**config.mk**
```make
export PLATFORM = sky130hd
export DESIGN_NAME = mips_cpu_muldiv
export DESIGN_NICKNAME = d
export VERILOG_FILES = /design/src/rtl/mips_cpu_pkg.sv /design/src/rtl/mips_cpu_muldiv_core.sv /design/src/rtl/mips_cpu_muldiv.sv
export SDC_FILE = /design/constraint.sdc
export NUM_CORES = 1
export LEC_CHECK = 0
export ABC_CLOCK_PERIOD_IN_PS = 5900
export CAP_MARGIN = 0
export CORE_MARGIN = 8
export CORE_UTILIZATION = 40
export DETAILED_ROUTE_END_ITERATION = 7
export SLEW_MARGIN = 30
export SYNTH_ARGS = -nofsm -noshare
export SYNTH_HDL_FRONTEND = slang
export SYNTH_SLANG_ARGS = --single-unit
```
**constraint.sdc**
```tcl
create_clock -name clk -period 5.9 [get_ports clk]
set_input_delay 0.885 -clock clk [delete_from_list [all_inputs] [get_ports clk]]
set_output_delay 0.885 -clock clk [all_outputs]
set_load 0.05 [all_outputs]
```
**src/rtl/mips_cpu_pkg.sv**
```systemverilog
// Shared types for the MIPS multiply/divide unit.
// Operation codes, FSM states and default operand width.
package mips_cpu_pkg;

  localparam int MULDIV_WIDTH = 32;

  typedef enum logic [2:0] {
    OP_MULT  = 3'd0,
    OP_MULTU = 3'd1,
    OP_DIV   = 3'd2,
    OP_DIVU  = 3'd3,
    OP_MTHI  = 3'd4,
    OP_MTLO  = 3'd5
  } muldiv_op_t;

  typedef enum logic [1:0] {
    S_IDLE,
    S_CALC,
    S_FIX
  } muldiv_state_t;

endpackage

```
**src/rtl/mips_cpu_muldiv_core.sv**
```systemverilog
// Unsigned shift-add multiplier / restoring divider, one bit per step.
// MIPS_MULDIV_FAST_MULT_EN: products computed in one shot on load.
module mips_cpu_muldiv_core
  import mips_cpu_pkg::*;
#(
  parameter int WIDTH = MULDIV_WIDTH
) (
  input  logic               clk,
  input  logic               reset,
  input  logic               clk_enable,
  input  logic               load,
  input  logic               step,
  input  logic               is_div,
  input  logic [WIDTH-1:0]   opa,
  input  logic [WIDTH-1:0]   opb,
  output logic [2*WIDTH-1:0] raw,
  output logic               last
);

  localparam int CW = $clog2(WIDTH);

  logic [CW-1:0]    cnt_q, cnt_d;
  logic [WIDTH-1:0] acc_hi_q, acc_hi_d;
  logic [WIDTH-1:0] acc_lo_q, acc_lo_d;
  logic [WIDTH-1:0] dsr_q, dsr_d;
  logic             div_q, div_d;

  logic [WIDTH:0]   mul_sum;
  logic [WIDTH:0]   div_sh;
  logic [WIDTH:0]   div_diff;

`ifdef MIPS_MULDIV_FAST_MULT_EN
  logic [2*WIDTH-1:0] fast_prod;
  assign fast_prod = {{WIDTH{1'b0}}, opa} * {{WIDTH{1'b0}}, opb};
`endif

  assign raw  = {acc_hi_q, acc_lo_q};
  assign last = (cnt_q == '0);

  // Load operands or advance one multiply/divide iteration.
  always_comb begin
    cnt_d    = cnt_q;
    acc_hi_d = acc_hi_q;
    acc_lo_d = acc_lo_q;
    dsr_d    = dsr_q;
    div_d    = div_q;
    mul_sum  = {1'b0, acc_hi_q}
             + (acc_lo_q[0] ? {1'b0, dsr_q} : '0);
    div_sh   = {acc_hi_q, acc_lo_q[WIDTH-1]};
    div_diff = div_sh - {1'b0, dsr_q};
    if (load) begin
      cnt_d    = CW'(WIDTH - 1);
      acc_hi_d = '0;
      acc_lo_d = opa;
      dsr_d    = opb;
      div_d    = is_div;
`ifdef MIPS_MULDIV_FAST_MULT_EN
      if (!is_div) begin
        {acc_hi_d, acc_lo_d} = fast_prod;
      end
`endif
    end else if (step) begin
      cnt_d = cnt_q - 1'b1;
      if (div_q) begin
        if (!div_diff[WIDTH]) begin
          acc_hi_d = div_diff[WIDTH-1:0];
          acc_lo_d = {acc_lo_q[WIDTH-2:0], 1'b1};
        end else begin
          acc_hi_d = div_sh[WIDTH-1:0];
          acc_lo_d = {acc_lo_q[WIDTH-2:0], 1'b0};
        end
      end else begin
        acc_hi_d = mul_sum[WIDTH:1];
        acc_lo_d = {mul_sum[0], acc_lo_q[WIDTH-1:1]};
      end
    end
  end

  // Datapath registers, frozen while the pipeline is stalled.
  always_ff @(posedge clk) begin
    if (reset) begin
      cnt_q    <= '0;
      acc_hi_q <= '0;
      acc_lo_q <= '0;
      dsr_q    <= '0;
      div_q    <= 1'b0;
    end else if (clk_enable) begin
      cnt_q    <= cnt_d;
      acc_hi_q <= acc_hi_d;
      acc_lo_q <= acc_lo_d;
      dsr_q    <= dsr_d;
      div_q    <= div_d;
    end
  end

endmodule

```
**src/rtl/mips_cpu_muldiv.sv**
```systemverilog
// MIPS HI/LO register pair with iterative multiply/divide.
// MIPS_MULDIV_FAST_MULT_EN: single-cycle MULT/MULTU.
module mips_cpu_muldiv
  import mips_cpu_pkg::*;
#(
  parameter int WIDTH = MULDIV_WIDTH
) (
  input  logic             clk,
  input  logic             reset,
  input  logic             clk_enable,
  input  logic             start,
  input  logic [2:0]       op,
  input  logic [WIDTH-1:0] a,
  input  logic [WIDTH-1:0] b,
  output logic             busy,
  output logic             done,
  output logic [WIDTH-1:0] hi,
  output logic [WIDTH-1:0] lo
);

  muldiv_state_t    state_q, state_d;
  logic             done_q, done_d;
  logic [WIDTH-1:0] hi_q, hi_d;
  logic [WIDTH-1:0] lo_q, lo_d;
  logic [WIDTH-1:0] dvd_q, dvd_d;
  logic             div_q, div_d;
  logic             neg_q, neg_d;
  logic             rneg_q, rneg_d;
  logic             divz_q, divz_d;

  logic               is_signed, is_mul, is_dv;
  logic               sgn_a, sgn_b;
  logic [WIDTH-1:0]   opa_abs, opb_abs;
  logic [2*WIDTH-1:0] prod_fix;
  logic [WIDTH-1:0]   quo_fix, rem_fix;

  logic               core_load, core_step, core_last;
  logic [2*WIDTH-1:0] core_raw;

  assign busy = (state_q != S_IDLE);
  assign done = done_q;
  assign hi   = hi_q;
  assign lo   = lo_q;

  // Operand decode: magnitudes plus sign flags.
  always_comb begin
    is_signed = (op == OP_MULT) || (op == OP_DIV);
    is_mul    = (op == OP_MULT) || (op == OP_MULTU);
    is_dv     = (op == OP_DIV) || (op == OP_DIVU);
    sgn_a     = is_signed & a[WIDTH-1];
    sgn_b     = is_signed & b[WIDTH-1];
    opa_abs   = sgn_a ? -a : a;
    opb_abs   = sgn_b ? -b : b;
  end

  // Sign fix-up of the raw unsigned result.
  always_comb begin
    prod_fix = neg_q ? -core_raw : core_raw;
    quo_fix  = neg_q ? -core_raw[WIDTH-1:0]
                     : core_raw[WIDTH-1:0];
    rem_fix  = rneg_q ? -core_raw[2*WIDTH-1:WIDTH]
                      : core_raw[2*WIDTH-1:WIDTH];
  end

  // Next-state and HI/LO update logic.
  always_comb begin
    state_d   = state_q;
    done_d    = 1'b0;
    hi_d      = hi_q;
    lo_d      = lo_q;
    dvd_d     = dvd_q;
    div_d     = div_q;
    neg_d     = neg_q;
    rneg_d    = rneg_q;
    divz_d    = divz_q;
    core_load = 1'b0;
    core_step = 1'b0;
    unique case (state_q)
      S_IDLE: begin
        if (start) begin
          unique case (1'b1)
            (op == OP_MTHI): begin
              hi_d   = a;
              done_d = 1'b1;
            end
            (op == OP_MTLO): begin
              lo_d   = a;
              done_d = 1'b1;
            end
            (is_mul || is_dv): begin
              core_load = 1'b1;
              div_d     = is_dv;
              neg_d     = sgn_a ^ sgn_b;
              rneg_d    = sgn_a;
              divz_d    = is_dv && (b == '0);
              dvd_d     = a;
              state_d   = S_CALC;
`ifdef MIPS_MULDIV_FAST_MULT_EN
              if (is_mul) begin
                state_d = S_FIX;
              end
`endif
            end
            default: ;
          endcase
        end
      end
      S_CALC: begin
        core_step = 1'b1;
        if (core_last) begin
          state_d = S_FIX;
        end
      end
      S_FIX: begin
        done_d  = 1'b1;
        state_d = S_IDLE;
        if (!div_q) begin
          {hi_d, lo_d} = prod_fix;
        end else if (divz_q) begin
          lo_d = '1;
          hi_d = dvd_q;
        end else begin
          lo_d = quo_fix;
          hi_d = rem_fix;
        end
      end
      default: state_d = S_IDLE;
    endcase
  end

  // Control and architectural state registers.
  always_ff @(posedge clk) begin
    if (reset) begin
      state_q <= S_IDLE;
      done_q  <= 1'b0;
      hi_q    <= '0;
      lo_q    <= '0;
      dvd_q   <= '0;
      div_q   <= 1'b0;
      neg_q   <= 1'b0;
      rneg_q  <= 1'b0;
      divz_q  <= 1'b0;
    end else if (clk_enable) begin
      state_q <= state_d;
      done_q  <= done_d;
      hi_q    <= hi_d;
      lo_q    <= lo_d;
      dvd_q   <= dvd_d;
      div_q   <= div_d;
      neg_q   <= neg_d;
      rneg_q  <= rneg_d;
      divz_q  <= divz_d;
    end
  end

  mips_cpu_muldiv_core #(
    .WIDTH(WIDTH)
  ) u_core (
    .clk       (clk),
    .reset     (reset),
    .clk_enable(clk_enable),
    .load      (core_load),
    .step      (core_step),
    .is_div    (is_dv),
    .opa       (opa_abs),
    .opb       (opb_abs),
    .raw       (core_raw),
    .last      (core_last)
  );

endmodule
```
# After elaboration in Yosys (flattened, before gate mapping)
# Cells that the tools add are included.
[word_totals]
ff_bits = 205
in_bits = 71
[op_classes]
n_addsub = 8
n_eq_ne = 12
mux = 37
bitwise_logic = 3
n_reduce_logical = 19
[op_table]
columns = ["op", "n"]
rows = [
  ["32-bit 2-to-1 mux", 20],
  ["32-bit negation", 4],
  ["32-bit one-hot mux with 2 select lines", 2],
  ["64-bit 2-to-1 mux", 1],
  ["64-bit negation", 1],
  ["32-bit by 33-bit adder with 33-bit output", 1],
  ["33-bit by 32-bit subtractor with 33-bit output", 1],
  ["32-bit zero test", 1],
  ["4-bit AND reduction", 4],
  ["5-bit 2-to-1 mux", 2],
  ["2-bit inequality test (second input constant)", 5],
  ["1-bit 2-to-1 mux", 7],
  ["3-bit by 2-bit == test with 1-bit output (second input constant)", 2],
  ["3-bit == test (second input constant)", 2],
  ["2-bit 2-to-1 mux", 3],
  ["2-bit nonzero test", 3],
  ["5-bit zero test", 1],
  ["5-bit by 1-bit subtractor with 5-bit output (second input constant)", 1],
  ["1-bit logical OR", 4],
  ["2-bit one-hot mux with 2 select lines", 1],
  ["2-bit AND reduction", 2],
  ["3-bit by 1-bit == test with 1-bit output (second input constant)", 1],
  ["3-bit zero test", 1],
  ["1-bit bitwise AND", 2],
  ["7 further kinds", 7],
]

# Depth between registers and ports, before layout
[logic_depth]
ltp_word = 8
mapped_depth = 13
mapped_depth_nobuf = 13

# Modules after synthesis
# A second synthesis with hierarchy kept.
[unflattened]
cells_unflattened = 2348
area_unflattened_um2 = 16866.2
[modules_own_cells]
columns = ["module", "instances", "cells_each", "area_per_inst_um2", "seq_area_each_um2"]
rows = [
  ["mips_cpu_muldiv", 1, 1200, 8455.6, 2062.0],
  ["mips_cpu_muldiv_core", 1, 1148, 8410.6, 2042.0],
]

# Least setup slack after synthesis
# No wires, ideal clock.
[synth_path]
path_kind = "input to register"
start = "in a[8]"
end = "reg u_core.acc_lo_q[29]"
arrival_time_ns = 3.389
slack_ns = 2.394
path_stages = 11
n_path_buf = 2
cell_sequence = "clkbuf_2 -> or4_4 -> or3_1 -> buf_6 -> nor3_4 -> nand2_2 -> or4_4 -> o41ai_2 -> xor2_1 -> nand2_1 -> a32o_1"
[synth_via]
elab_chain_cells = 3
[synth_lines]
columns = ["item", "line_no", "source"]
rows = [
  ["from (decl)", "mips_cpu_muldiv.sv:13", "input logic [WIDTH-1:0] a,"],
  ["32-bit negation", "mips_cpu_muldiv.sv:52", "opa_abs = sgn_a ? -a : a;"],
  ["32-bit 2-to-1 mux", "mips_cpu_muldiv.sv:52", ""],
  ["32-bit 2-to-1 mux", "mips_cpu_muldiv_core.sv:51", "if (load) begin"],
  ["to (signal assigned)", "mips_cpu_muldiv_core.sv:90", "acc_lo_q <= acc_lo_d;"],
  ["to (decl)", "mips_cpu_muldiv_core.sv:24", "logic [WIDTH-1:0] acc_lo_q, acc_lo_d;"],
]
# No other way between the ends.
# A chain may end at the register's enable or synchronous reset.

# Final worst setup path
[layout_path]
start = "reg u_core.acc_hi_q[0]"
end = "reg u_core.acc_hi_q[5]"
[layout_via]
elab_chain_cells = 5
[layout_lines]
columns = ["item", "line_no", "source"]
rows = [
  ["from (decl)", "mips_cpu_muldiv_core.sv:23", "logic [WIDTH-1:0] acc_hi_q, acc_hi_d;"],
  ["from (signal assigned)", "mips_cpu_muldiv_core.sv:89", "acc_hi_q <= acc_hi_d;"],
  ["33-bit by 32-bit subtractor with 33-bit output", "mips_cpu_muldiv_core.sv:50", "div_diff = div_sh - {1'b0, dsr_q};"],
  ["32-bit 2-to-1 mux", "mips_cpu_muldiv_core.sv:65", "if (!div_diff[WIDTH]) begin"],
  ["32-bit 2-to-1 mux (*)", "mips_cpu_muldiv_core.sv:64", "if (div_q) begin"],
  ["32-bit 2-to-1 mux (*)", "mips_cpu_muldiv_core.sv:62", "end else if (step) begin"],
  ["32-bit 2-to-1 mux (*)", "mips_cpu_muldiv_core.sv:51", ""],
]
# Every way passes the cells marked *; elsewhere a longest branch is shown, timed or not. The select of a mux whose other input is x is not followed.

==> impl_metrics.ini <==
[timing]
fin_ws_ps = 1731
period_needed_ps = 4169
relSlewSlack_pct = 31.20
setup_viol = 0
tightest_slew_ps = 1028
fin_tns_setup_ps = 0
fmax_ghz = 0.2399
min_period_over_period_pct = 70.66
rsz0062_at_grt = no
finalMaxSlewViolations = 0
finalClockSkew_ps = 10.51
finalHoldViolCount = 0

[clocking]
clk_latency_ps = 540
ctsHoldBuffers = 0
cts_resized = 0
cts_buffers = 25
cts_root_buf = clkbuf_16
clk_pin_slew_ps = 60
numClockSinks = 205
cts_max_path_buffers = 3
cts_max_level = 1
cts_setup_buffers = 0
tritoncts = built

[floorplan]
die_h_um = 216.4
num_rows = 73
initial_core_util_pct = 40.43
die_area_um2 = 46830
dieWidth_um = 216.4
ios = 137
core-area_um2 = 39730

[synthesis]
synth_largest_area_cell = dfxtp_1
synth_nets = 2320
syn_inst = 2177
synth.distinct_cells = 83
synth_top_area_share_pct = 25.55
netlist_area_um2 = 16070
synth-edff-count = 0
synthTopCellsByArea = dfxtp_1 (26%), a21oi_1 (7.4%), xnor2_1 (6.7%), nand2_1 (6.0%), ha_1 (5.5%)
avgSynthCellArea_um2 = 7.380
synth_ff_type = dfxtp_1
ys_ff_latch = 205
ys_seq_area_share_pct = 25.55
synth_warnings = 0
synthArstFlopShare_pct = 0

[run]
drv_cap = 0

[place]
port_buffers = 136
place_ws_ps = 1753
dp_hpwl_um = 44380
place_congestion = 0.9451

[critical_path]
end_kind = flop
ff2ff_path_depth = 12
r2r_start = u_core.acc_hi_q[0]
critPathLaunch = u_core.acc_hi_q[0]
crit_fanout = 31
start_kind = flop
worstReg2RegEnd = u_core.acc_hi_q[5]
cp.arrival_ps = 4590
reg2reg_slack_ps = 1730
path_class = flop to flop
required_ps = 6320
crit_end = u_core.acc_hi_q[5]

[route]
wl_per_cell_um = 22.20
via_per_inst = 6.093
drtIter0Drc = 1646
ant_nets = 0
first_pass_iters = 6
drc = 0
vias = 16630
totalWireLength_um = 60590

[pwr]
p_comb_share_pct = 21.0
vdd_drop_max_mv = 0.1884
p_int_mw = 2.564
p_clk_share_pct = 39.6
p_sw_share_pct = 31.64
p_sw_mw = 1.187
powerDensity_nw_per_um2 = 203.8
p_leak_nw = 6.675
sequentialPowerShare_pct = 39.4

[final_layout]
multi_input_area_um2 = 11080
synthToLayoutAreaGrowth_pct = 14.52
diodes = 0
fill_cells = 4035
layout-drive-gt1-share_pct = 4.991
fin_nets = 2329
seqCellArea_um2 = 4106

[grt]
grtUsageTotal_pct = 24.74
grt_max_degree = 98
grt_overflow_total = 0
antenna_found_initial = 1
grt_pass1_wl_um = 93810
grt_pass1_vias = 15490

[min_path]
holdCritPathClass = flop to flop

[outcome]
status = finished, final reports clean
==> placed cells by master (no fill, tap or decap), types with 18 or more instances in the layout <==
| cell type | count |
|---|---|
| clkbuf_16 | 25 |
| nor2_1 | 203 |
| or3_1 | 25 |
| a311oi_1 | 18 |
| mux2i_1 | 59 |
| o211ai_1 | 37 |
| dfxtp_1 | 203 |
| a21oi_1 | 238 |
| inv_1 | 63 |
| nor3_1 | 55 |
| nand3_1 | 26 |
| o221ai_1 | 35 |
| buf_4 | 21 |
| o21ai_0 | 119 |
| a211oi_1 | 54 |
| xnor2_1 | 122 |
| xor2_1 | 63 |
| o31ai_1 | 35 |
| nand2_1 | 256 |
| a21o_1 | 26 |
| or4_1 | 18 |
| clkdlybuf4s50_1 | 135 |
| ha_1 | 70 |
==> cells by family (layout without fill, tap and decap cells) <==
kind of cell             count (synthesis)  count (layout)  synth area share, %
AO/OA/AOI/OAI                          701             701                28.31
XOR/XNOR                               186             186                10.14
adder cells (fa/ha/maj)                 72              72                5.701
buffers and inverters                  241             268                5.810
flip-flops                             205             205                25.55
multiplexers                            64              64                4.026
AND/OR/NAND/NOR                        708             708                20.47
==> stage by stage <==
stage / cells / cell area (um2) / hold slack, ps / power, mW / util, %
2_1_floorplan: 2177 / 16070 / 431.2 / 2.001 / -
3_3_place_gp: 2684 / 17610 / 438.9 / 2.276 / 44.32
3_5_place_dp: 2684 / 17610 / 441.9 / 2.281 / 44.33
4_1_cts: 2729 / 18390 / 450.6 / 3.769 / 46.29
5_1_grt: 2729 / 18400 / 465.7 / 3.901 / 46.31
6_report: 2729 / 18400 / 450.5 / 3.751 / 46.31
==> registers in the layout (all words and copies together) (netlist names), 2 cells and up <==
signal,cells
hi,32
u_core.dsr_q,32
u_core.cnt_q,5
lo,32
state_q,2
u_core.acc_lo_q,32
dvd_q,32
u_core.acc_hi_q,32
==> worst min path at each step <==
stage	to	slack, ps	cells after the start	startpoint
3_5_place_dp	dvd_q[24]	440	2	dvd_q[24]
2_1_floorplan	dvd_q[11]	430	2	dvd_q[11]
5_1_grt	dvd_q[24]	470	2	dvd_q[24]
4_1_cts	dvd_q[24]	450	2	dvd_q[24]
6_report	dvd_q[24]	450	2	dvd_q[24]
3_3_place_gp	dvd_q[24]	440	2	dvd_q[24]
==> final cells by class <==
type                       count  share of cell area (%)
clock inverter                 9                  0.2720
clock buffer                  36                   3.951
multi-input combinational   1731                   60.24
inverter                      65                   1.326
sequential                   205                   22.32
timing repair buffer         158                   8.324
tap                          525                   3.570
==> synth_stat cells, types with 7 or more instances <==
master,number
or2_2,11
clkbuf_1,151
o211ai_1,37
o31ai_1,35
o41ai_1,17
nand4_1,10
and3_1,14
nor3_1,55
nor2_1,206
buf_1,14
o22ai_1,9
a221o_1,10
inv_1,64
buf_2,7
o21bai_1,7
and2_1,10
a311oi_1,18
or3_1,25
o21a_1,15
nand2_1,258
a211oi_1,54
mux2i_1,59
or4_1,18
a21o_1,26
a221oi_1,10
xor2_1,64
a31oi_1,12
nor2b_1,13
o21ai_0,119
dfxtp_1,205
nand2b_1,18
o221ai_1,35
a21oi_1,238
ha_1,70
nor4_1,15
xnor2_1,122
a22oi_1,17
nand3_1,26
==> power groups by stage <==
stage,registers [mW],clock network (mW),logic [mW]
6_report,1.48,1.48,0.787
5_1_grt,1.49,1.57,0.843
4_1_cts,1.48,1.52,0.775
3_5_place_dp,1.51,0,0.772
3_3_place_gp,1.51,0,0.769
2_1_floorplan,1.52,0,0.481
==> critical path, stage by stage (launching register included) <==
cell	delay, ps
dfxtp_1	540
inv_1	190
fa_1	490
nor2b_1	190
o31ai_1	150
a211oi_1	610
o211ai_1	190
o211ai_1	310
xor2_4	370
buf_4	470
mux2i_1	230
nor2_1	50
a211o_1	240
==> routing by layer <==
| metal | up-vias | track usage [%] | wire (um) |
|---|---|---|---|
| met5 | - | 0 | 13 |
| met4 | 2 | 9.784 | 2656 |
| met3 | 118 | 4.443 | 5070 |
| met2 | 719 | 37.23 | 25490 |
| met1 | 7877 | 34.53 | 27360 |
| li1 | 7913 | - | - |
Power figures use the tool's default switching activity.
